$ cat src/rtl/debug_display.sv
// rtl/debug_display.sv - debug channel snapshot shown one page at a time on active-low 7-seg digits
module debug_display #(
    parameter int  NUM_DIGITS = 4,
    parameter int  NUM_SRC    = 4,
    parameter int  PAGE_TICKS = 50_000_000,
    parameter int  LZ_BLANK   = 0,
    localparam int SEL_W      = $clog2(NUM_SRC),
    localparam int PAGES      = 32 / (4 * NUM_DIGITS),
    localparam int PG_W       = (PAGES > 1) ? $clog2(PAGES) : 1
) (
    input  logic                    i_clk,
    input  logic                    i_reset,
    input  logic [NUM_SRC*32-1:0]   i_src_data,
    input  logic [SEL_W-1:0]        i_src_sel,
    input  logic [1:0]              i_mode,
    input  logic [PG_W-1:0]         i_page_sel,
    input  logic                    i_tick_in,
    output logic [NUM_DIGITS*8-1:0] o_seg_n,
    output logic [PG_W-1:0]         o_page_out
);

    localparam int       PAGE_BITS   = 4 * NUM_DIGITS;
    localparam int       TMR_W       = $clog2(PAGE_TICKS);
    localparam logic [1:0] MODE_AUTO   = 2'b01;
    localparam logic [1:0] MODE_FREEZE = 2'b10;

    logic [31:0]           r_snap;
    logic [PG_W-1:0]       r_page;
    logic [TMR_W-1:0]      r_timer;
    logic                  r_was_auto;
    logic                  r_hb;
    logic                  r_tick_s0;
    logic                  r_tick_q0;
    logic                  r_tick_q1;

    logic [31:0]           w_chan;
    logic                  w_auto;
    logic                  w_freeze;
    logic [PG_W-1:0]       w_page_sel;
    logic                  w_hb_next;
    logic [PAGE_BITS-1:0]  w_page_bits;
    logic [NUM_DIGITS*8-1:0] w_seg_next;

    function automatic logic [6:0] hex7(input logic [3:0] n);
        case (n)
            4'h0: hex7 = 7'h40;
            4'h1: hex7 = 7'h79;
            4'h2: hex7 = 7'h24;
            4'h3: hex7 = 7'h30;
            4'h4: hex7 = 7'h19;
            4'h5: hex7 = 7'h12;
            4'h6: hex7 = 7'h02;
            4'h7: hex7 = 7'h78;
            4'h8: hex7 = 7'h00;
            4'h9: hex7 = 7'h10;
            4'hA: hex7 = 7'h08;
            4'hB: hex7 = 7'h03;
            4'hC: hex7 = 7'h46;
            4'hD: hex7 = 7'h21;
            4'hE: hex7 = 7'h06;
            default: hex7 = 7'h0E;
        endcase
    endfunction

    // Out-of-range selects fall back to channel 0.
    always_comb begin
        w_chan = i_src_data[31:0];
        for (int k = 1; k < NUM_SRC; k++) begin
            if (i_src_sel == SEL_W'(k)) begin
                w_chan = i_src_data[32*k +: 32];
            end
        end
    end

    assign w_auto     = (i_mode == MODE_AUTO);
    assign w_freeze   = (i_mode == MODE_FREEZE);
    assign w_page_sel = (32'(i_page_sel) < PAGES) ? i_page_sel : '0;

    // dp is registered from the next hb value so it moves in the same edge as hb.
    assign w_hb_next   = r_hb ^ (r_tick_q0 & ~r_tick_q1);
    assign w_page_bits = PAGE_BITS'(r_snap >> (PAGE_BITS * 32'(r_page)));

    always_comb begin
        logic       v_lead;
        logic [3:0] v_nib;
        w_seg_next = '1;
        v_lead     = 1'b1;
        for (int d = NUM_DIGITS - 1; d >= 0; d--) begin
            v_nib = w_page_bits[4*d +: 4];
            if ((LZ_BLANK != 0) && v_lead && (v_nib == 4'h0) && (d != 0)) begin
                w_seg_next[8*d +: 7] = 7'h7F;
            end else begin
                w_seg_next[8*d +: 7] = hex7(v_nib);
                v_lead               = 1'b0;
            end
        end
        w_seg_next[7] = ~w_hb_next;
    end

    always_ff @(posedge i_clk) begin
        if (i_reset) begin
            r_snap     <= '0;
            r_page     <= '0;
            r_timer    <= '0;
            r_was_auto <= 1'b0;
            r_hb       <= 1'b0;
            r_tick_s0  <= 1'b0;
            r_tick_q0  <= 1'b0;
            r_tick_q1  <= 1'b0;
            o_seg_n    <= '1;
            o_page_out <= '0;
        end else begin
            if (!w_freeze) begin
                r_snap <= w_chan;
            end

            r_was_auto <= w_auto;
            if (w_auto) begin
                if (!r_was_auto) begin
                    r_page  <= '0;
                    r_timer <= '0;
                end else if (r_timer == TMR_W'(PAGE_TICKS - 1)) begin
                    r_timer <= '0;
                    r_page  <= (r_page == PG_W'(PAGES - 1)) ? '0 : r_page + PG_W'(1);
                end else begin
                    r_timer <= r_timer + TMR_W'(1);
                end
            end else begin
                r_timer <= '0;
                r_page  <= w_page_sel;
            end

            r_tick_s0  <= i_tick_in;
            r_tick_q0  <= r_tick_s0;
            r_tick_q1  <= r_tick_q0;
            r_hb       <= w_hb_next;

            o_seg_n    <= w_seg_next;
            o_page_out <= r_page;
        end
    end

endmodule

$ cat config.mk
export PLATFORM = sky130hd
export DESIGN_NAME = debug_display
export DESIGN_NICKNAME = d
export VERILOG_FILES = /design/src/rtl/debug_display.sv
export SDC_FILE = /design/constraint.sdc
export NUM_CORES = 1
export LEC_CHECK = 0
export CAP_MARGIN = 20
export CORE_MARGIN = 10
export CORE_UTILIZATION = 47
export DETAILED_ROUTE_END_ITERATION = 8
export GPL_TIMING_DRIVEN = 0
export HOLD_SLACK_MARGIN = 0.12
export PLACE_DENSITY = 0.82
export SLEW_MARGIN = 20
export SYNTH_ARGS = -nofsm -noshare
export SYNTH_HDL_FRONTEND = slang
export SYNTH_SLANG_ARGS = --single-unit
$ cat constraint.sdc
create_clock -name i_clk -period 3 [get_ports i_clk]
set_clock_uncertainty 0.2 [all_clocks]
set_input_delay 0.6 -clock i_clk [delete_from_list [all_inputs] [get_ports i_clk]]
set_output_delay 0.6 -clock i_clk [all_outputs]
set_load 0.005 [all_outputs]
=== Word-level counts from Yosys, hierarchy flattened ===
Memories as Yosys holds them, arrays and structs flattened. A register that Yosys moved wholly into a read port is not among the register bits.
Cells that the tools add are included.

* Register bits: 97
* Bits in read-only memories: 448
* Memories: 4
* Word-level logic and storage cells: 39

* Multiplexer cells: 7
* Eq/ne operators: 7
* Add/sub/neg operators: 2
* Bitwise operators: 6
* Shifts and indexed selects: 1
* Reduce and logical (&&, ||, !) cells: 1

{| class="wikitable"
|+ Memories
! name !! words !! width !! rd ports !! clocked after Yosys merged registers in !! wr ports !! RTL line !! RTL
|-
| (no name shown) || 16 || 7 || 1 || 1 || 0 || 45 || <nowiki>case (n)</nowiki>
|-
| (no name shown) || 16 || 7 || 1 || 1 || 0 || 45 ||
|-
| (no name shown) || 16 || 7 || 1 || 1 || 0 || 45 ||
|-
| (no name shown) || 16 || 7 || 1 || 1 || 0 || 45 ||
|}

{| class="wikitable"
|+ Operators with widths
! cell !! number
|-
| 32-bit 2-to-1 mux || 3
|-
| 32-bit by 5-bit >> shifter with 16-bit output || 1
|-
| 26-bit by 1-bit adder with 26-bit output (second input constant) || 1
|-
| 26-bit == test (second input constant) || 1
|-
| 2-bit == test (second input constant) || 3
|-
| 2-bit by 1-bit == test with 1-bit output (second input constant) || 2
|-
| 1-bit 2-to-1 mux || 4
|-
| 1-bit inverter || 4
|-
| 4-bit OR reduction || 1
|-
| 3-bit by 2-bit != test with 1-bit output (second input constant) || 1
|-
| 1-bit adder (second input constant) || 1
|-
| 1-bit AND || 1
|-
| 1-bit XOR || 1
|}

=== Depth between registers and ports, before layout ===
Gate-level depths: netlist of run 1.

* Depth in word-level cells: 5
* Mapped depth: 8

=== Worst setup path before layout of run 1 ===
Ideal clock, no wire load.

* Path kind: reg-to-reg
* From: register r_page
* To: register o_seg_n[11]
* Buffers on the path: 2
* Cell stages (with the launch flop): 8
* Path slack: 650 ps
* Clock period less this slack: 2350 ps
* Data required time: 2677 ps
* Arrival time: 2026 ps
* Cells stage by stage: dfxtp_1 > buf_4 > buf_6 > mux2i_1 > inv_1 > ha_1 > mux4_2 > or2_2

* Cells in the longest elaborated chain, start to end: 1

{| class="wikitable"
|+ Ends and longest elaborated chain
! what !! RTL line !! RTL
|-
| from (decl) || 28 || <nowiki>logic [PG_W-1:0] r_page;</nowiki>
|-
| from (signal assigned) || 124 || <nowiki>r_page <= (r_page == PG_W'(PAGES - 1)) ? '0 : r_page + PG_W'(1);</nowiki>
|-
| from (signal assigned) || 130 || <nowiki>r_page <= w_page_sel;</nowiki>
|-
| 32-bit by 5-bit >> shifter with 16-bit output || 81 || <nowiki>assign w_page_bits = PAGE_BITS'(r_snap >> (PAGE_BITS * 32'(r_page)));</nowiki>
|-
| to (decl) || 18 || <nowiki>output logic [NUM_DIGITS*8-1:0] o_seg_n,</nowiki>
|}

Every way passes these cells.
A chain may end at the register's enable or synchronous reset.

=== Worst setup path in the final report of run 1 ===
* From: register r_page
* To: register o_seg_n[19]

Same word-level chain as after synthesis.

==> reports/metrics.yaml, run 1 <==
yosysTopAreaCell: "dfxtp_1"
grt_max_degree: 15
endpoint_kind: "flip-flop"
yosysMostFrequentCell: "dfxtp_1"
worst_slack_ns: 0.352
crit_start: "r_page$_SDFFE_PP0P_"
postSynthCellCount: 527
path_clk_slew_ns: 0.08
report.final.slew_viol_count: 0
grt_pass1_vias: 4963
slew_headroom_pct: 52.5
postRouteAntennaNets: 0
p_leak_nw: 2.70
die_w_um: 125
critPathKind: "reg -> reg"
clk_latency_ns: 0.36
yosysSeqAreaShare_pct: 36.6
top_regs: "r_snap x32, o_seg_n x29, r_timer x26"
port_buffers: 163
synth_warnings: 0
routed_via_density: 5.53
grt_first_pass_wirelength_mm: 24.5
p_per_area_mw_per_mm2: 424
hold_start: "r_tick_s0$_SDFF_PP0_"
hold_class: "reg -> reg"
antenna_found_initial: 1
worstPathArrival_ns: 2.70
setup_violations: 0
grt_usage_pct: 19.0
drive_above_1_share_pct: 12.0
post_cts_buffers: 0
drtIter0Drc: 338
fin_crit_sh_pct: 88.3
drc_errors: 0
reg2reg_from: "r_page$_SDFFE_PP0P_"
place_congestion: 0.842
rsz0062_at_grt: "no"
via_count: 4692
fin_area_mm2: 0.00718
ctsResizeCount: 0
clock-sinks: 94
cts_buffers: 9
crit_path_start_kind: "flip-flop"
synth_area_mm2: 0.00514
core_mm2: 0.0108
grt-ovfl-total: 0
areaGrowthSynthToFinish_pct: 39.6
ys_async_sr_fraction_pct: 0
worst_slew_pin_slew_ns: 0.692
dpl_worst_slack_ns: 0.370
start_util_pct: 47.7
largest_reg_flops: 32
root_buffer: "clkbuf_8"
synth_area_leaders: "dfxtp_1 (37%), mux4_2 (16%), ha_1 (6.1%)"
synthDistinctLibCells: 40
wl_mm: 15.5
tns_ns: 0
first_pass_iters: 4
cts_tree: "yes"
synth_commonest_cells: "dfxtp_1 (94), nand2_1 (75), a21oi_1 (52), mux4_2 (36), nor2_1 (31)"
synth_ff_type: "dfxtp_1"
synth-edff-count: 0
wl_per_cell_um: 18.2
holdBufCountCts: 0
die_area_mm2: 0.0155
hold_viol: 0
critPathRequiredTime_ns: 3.05
dpl_cell_area_mm2: 0.00696
ys_seq_elements: 94
period_needed_ns: 2.65
worstPathMaxFanout: 10
avgSynthCellArea_um2: 9.76
top_register: "r_snap"
rows: 38
yosys.area.top_type_share_pct: 36.6
fmax_mhz: 378
final_nets: 864
hold_slack_ns: 0.245
maxCapViolations: 0
cts_max_level: 3
fp.dieH_um: 125
clockBufferDepth: 2
num_io_pins: 169
ir_drop_uv: 244
status: "finished, final reports clean"
dp_hpwl_mm: 12.8
==> final timing paths <==
kind | to | slack (ns) | cells after the start
setup / recovery | o_seg_n[19]$_SDFF_PP1_ | 0.35 | 7
hold / removal | r_tick_q0$_SDFF_PP0_ | 0.24 | 1
setup reg to reg | o_seg_n[19]$_SDFF_PP1_ | 0.35 | 7
hold reg to reg | r_tick_q0$_SDFF_PP0_ | 0.24 | 1
==> per-stage QoR <==
stage               util [%]  total power, W  std cells
detailed placement      64.5         0.00215        832
global route            66.5         0.00317        848
global placement        64.5         0.00212        832
floorplan                  -         0.00177        529
finish                  66.5         0.00305        848
CTS                     66.5         0.00306        847
==> worst max-delay path, stage by stage (launching register included) <==
cell and delay (ns):
dfxtp_1 0.32, buf_4 0.19, buf_6 0.19, mux2i_1 0.50, inv_1 0.20, ha_1 0.28
mux4_2 0.45, or2_1 0.21
==> area by class of cell <==
cell class,instances,area (µm²)
antenna,1,2.50
buffer,34,183
clock buffer,11,151
clock inverter,4,70.1
fill,829,3610
inverter,17,63.8
multi-input combinational,384,3020
sequential,94,1880
tap,140,175
timing repair buffer,163,1630
==> where the power goes <==
group / switching, W / internal (W) / leakage [nW]
logic: 0.000303 / 0.000443 / 1.81
clock network: 0.000420 / 0.000507 / 0.115
registers: 0.0000383 / 0.00134 / 0.776
total: 0.000761 / 0.00229 / 2.70
==> metal layers <==
metal / global-route usage (%) / vias up / routed length [µm]
li1: - / 2273 / -
met1: 18.7 / 2226 / 5710
met2: 34.4 / 171 / 8010
met3: 7.96 / 22 / 1430
met4: 7.33 / 0 / 316
met5: 0 / - / 0
==> layout by cell type, fill, tap and decap left out, drive strengths merged, types with 3 or more instances in the layout <==
cell type,instances
inv,17
ha,25
conb,3
buf,20
or3,9
a21oi,53
o21ai,17
nor3,13
xor2,8
nor2b,6
clkbuf,25
or4,5
nand2,75
o311ai,4
a221o,16
nand4,10
o31ai,9
or2,4
mux2,12
nor2,31
xnor2,4
mux4,36
and3,3
and4,3
mux2i,12
nand3,15
clkdlybuf4s50,163
dfxtp,94
and2,5
==> kinds of logic after synthesis <==
family          share of synthesized area, %
compound gates                          12.2
simple gates                            17.5
fa+ha+maj                               6.08
flops                                   36.6
other cells                           0.0729
mux                                     20.7
xor+xnor                                2.04
buf+inv                                 4.79
No activity file was read; power rests on OpenSTA's default activity.
==> run 2: changes to the inputs <==
--- a/config.mk
+++ b/config.mk
@@ -11,7 +11,9 @@
 export DETAILED_ROUTE_END_ITERATION = 8
 export GPL_TIMING_DRIVEN = 0
 export HOLD_SLACK_MARGIN = 0.12
+export MAX_ROUTING_LAYER = met4
 export PLACE_DENSITY = 0.82
+export SKIP_LAST_GASP = 1
 export SLEW_MARGIN = 20
 export SYNTH_ARGS = -nofsm -noshare
 export SYNTH_HDL_FRONTEND = slang
==> constraint.sdc (replaced) <==
create_clock -name i_clk -period 3 [get_ports i_clk]
set_clock_uncertainty 0.2 [all_clocks]
set_input_delay 0.6 -clock i_clk [delete_from_list [all_inputs] [get_ports i_clk]]
set_output_delay 0.6 -clock i_clk [all_outputs]
set_load 0.05 [all_outputs]
==> run 2 against run 1 <==
Effect of this change: total power rose by 5.7%; largest power group unchanged; clock-buffer cell count did not move; wire length fell by 0.54%; sequential share of layout area did not move; die area did not move.
==> reports/metrics.yaml, run 2 (synthesis gave the netlist of run 1 again) <==
hold_viol: 0  # unchanged
wl_per_cell_um: 18.1  # -0.54%
maxCapViolations: 0  # unchanged
antenna_found_initial: 1  # unchanged
fin_crit_sh_pct: 88.3  # about the same
die_w_um: 125  # unchanged
pwr-share-comb_pct: 28.5  # +4.0 points
p_per_area_mw_per_mm2: 448  # +5.7%
postRouteAntennaNets: 0  # unchanged
cts_max_level: 3  # unchanged
layout_commonest_cell: "clkdlybuf4s50_1"
pwr-share-clk_pct: 28.9  # -1.5 points
rsz0062_at_grt: "no"
wl_mm: 15.4  # -0.54%
slew_headroom_pct: 52.1  # -0.41 points
sequentialPowerShare_pct: 42.7  # -2.4 points
finalNonFillerCells: 848  # unchanged
ctsResizeCount: 0  # unchanged
final_cell_mix: "clkdlybuf4s50_1 (163), dfxtp_1 (94), nand2_1 (75)"
via_count: 4706  # +0.30%
drc_errors: 0  # unchanged
grt_usage_pct: 19.5  # +0.56 points
first_pass_iters: 5  # +1
cts_buffers: 9  # unchanged
worstPathMaxFanout: 10  # unchanged
place_congestion: 0.855  # +1.6%
core_mm2: 0.0108  # unchanged
setup_violations: 0  # unchanged
hold_class: "reg -> reg"
critical_path.cell_chain: "buf_4, buf_6, mux2i_1, inv_1, ha_1, mux4_2, or2_2"
fmax_mhz: 378  # about the same
drtIter0Drc: 319  # -5.6%
netSwitchingFraction_pct: 29.0  # +4.0 points
final_nets: 864  # unchanged
tns_ns: 0  # unchanged
grt_first_pass_wirelength_mm: 24.4  # -0.37%
grt_max_degree: 15  # unchanged
placed_cells: 832  # unchanged
start_util_pct: 47.7  # unchanged
endpoint_kind: "flip-flop"
areaGrowthSynthToFinish_pct: 39.6  # unchanged
report.final.slew_viol_count: 0  # unchanged
fill_cells: 829  # unchanged
p_leak_nw: 2.70  # unchanged
path_delay_family: "multiplexers"
holdBufCountCts: 0  # unchanged
p_switching_w: 0.000935  # +23%
use_met1_pct: 20.0  # +1.2 points
top_register: "r_snap"
rows: 38  # unchanged
clock-sinks: 94  # unchanged
worst_slack_ns: 0.352  # +0.000318 ns
die_area_mm2: 0.0155  # unchanged
largest_reg_flops: 32  # unchanged
critPathBufInv: 3  # unchanged
root_buffer: "clkbuf_8"
period_needed_ns: 2.65  # -0.000318 ns
post_cts_buffers: 0  # unchanged
slowest_stage: "mux2i_1"
num_io_pins: 169  # unchanged
critPathRequiredTime_ns: 3.05  # about the same
dpl_worst_slack_ns: 0.370  # unchanged
worstPathArrival_ns: 2.70  # about the same
top_usage_layer: "met2"
grt-ovfl-total: 0  # unchanged
drive_above_1_share_pct: 12.0  # unchanged
critPathKind: "reg -> reg"
routed_via_density: 5.55  # +0.30%
use_met2_pct: 34.5  # +0.062 points
status: "finished, final reports clean"
ir_drop_uv: 244  # about the same
crit_path_start_kind: "flip-flop"
clk_latency_ns: 0.37  # about the same
port_buffers: 163  # unchanged
cts_tree: "yes"
worst_slew_pin_slew_ns: 0.698  # +0.00604 ns
path_clk_slew_ns: 0.09  # about the same
total_power_w: 0.00322  # +5.7%
grt_pass1_vias: 4994  # +0.62%
fp.dieH_um: 125  # unchanged
clockBufferDepth: 2  # unchanged
use_met3_pct: 5.83  # -2.1 points
cpPeakStageDelay_ns: 0.46  # -0.04 ns
top_regs: "r_snap x32, o_seg_n x29, r_timer x26"
intPower_w: 0.00229  # about the same
dp_hpwl_mm: 12.8  # unchanged
## run 2: cell counts in the layout (fill, tap and decap cells not counted)
Identical to the previous run, type by type.
## run 2: cell type report
type	count	area, µm²	area share, %
diodes	1	2.50	0.0348
plain buffers	34	183	2.54
clock buffers	11	151	2.11
clock inverters	4	70.1	0.976
inverters	17	63.8	0.889
multi-input cells	384	3020	42.1
flip-flops and latches	94	1880	26.2
well taps	140	175	2.44
repair buffers	163	1630	22.7
## run 2: metrics by stage
step           cell area [µm²]  hold slack (ns)  util (%)
6_report                  7180            0.245      66.5
5_1_grt                   7180            0.262      66.5
4_1_cts                   7180            0.248      66.5
3_5_place_dp              6960            0.228      64.5
3_3_place_gp              6960            0.219      64.5
2_1_floorplan             5150            0.213         -
## run 2: power groups by stage
stage          clock network [W]  logic, W  registers, W
2_1_floorplan                  0  0.000377       0.00157
3_3_place_gp                   0  0.000891       0.00140
3_5_place_dp                   0  0.000915       0.00140
4_1_cts                 0.000940  0.000918       0.00137
5_1_grt                 0.000983  0.000980       0.00138
6_report                0.000929  0.000917       0.00137
## run 2: worst paths after layout
path	from	cells past startpoint	slack, ns	endpoint
worst max-delay path	r_page$_SDFFE_PP0P_	7	0.35	o_seg_n[11]$_SDFF_PP1_
worst min-delay path	r_tick_s0$_SDFF_PP0_	1	0.24	r_tick_q0$_SDFF_PP0_
worst max register to register	r_page$_SDFFE_PP0P_	7	0.35	o_seg_n[11]$_SDFF_PP1_
worst min register to register	r_tick_s0$_SDFF_PP0_	1	0.24	r_tick_q0$_SDFF_PP0_
## run 2: metal layers
metal  wire (µm)  vias to the layer above
met3        1150                       30
met4         347                        0
met5           0                        -
met2        7960                      188
met1        5930                     2218
li1            -                     2270
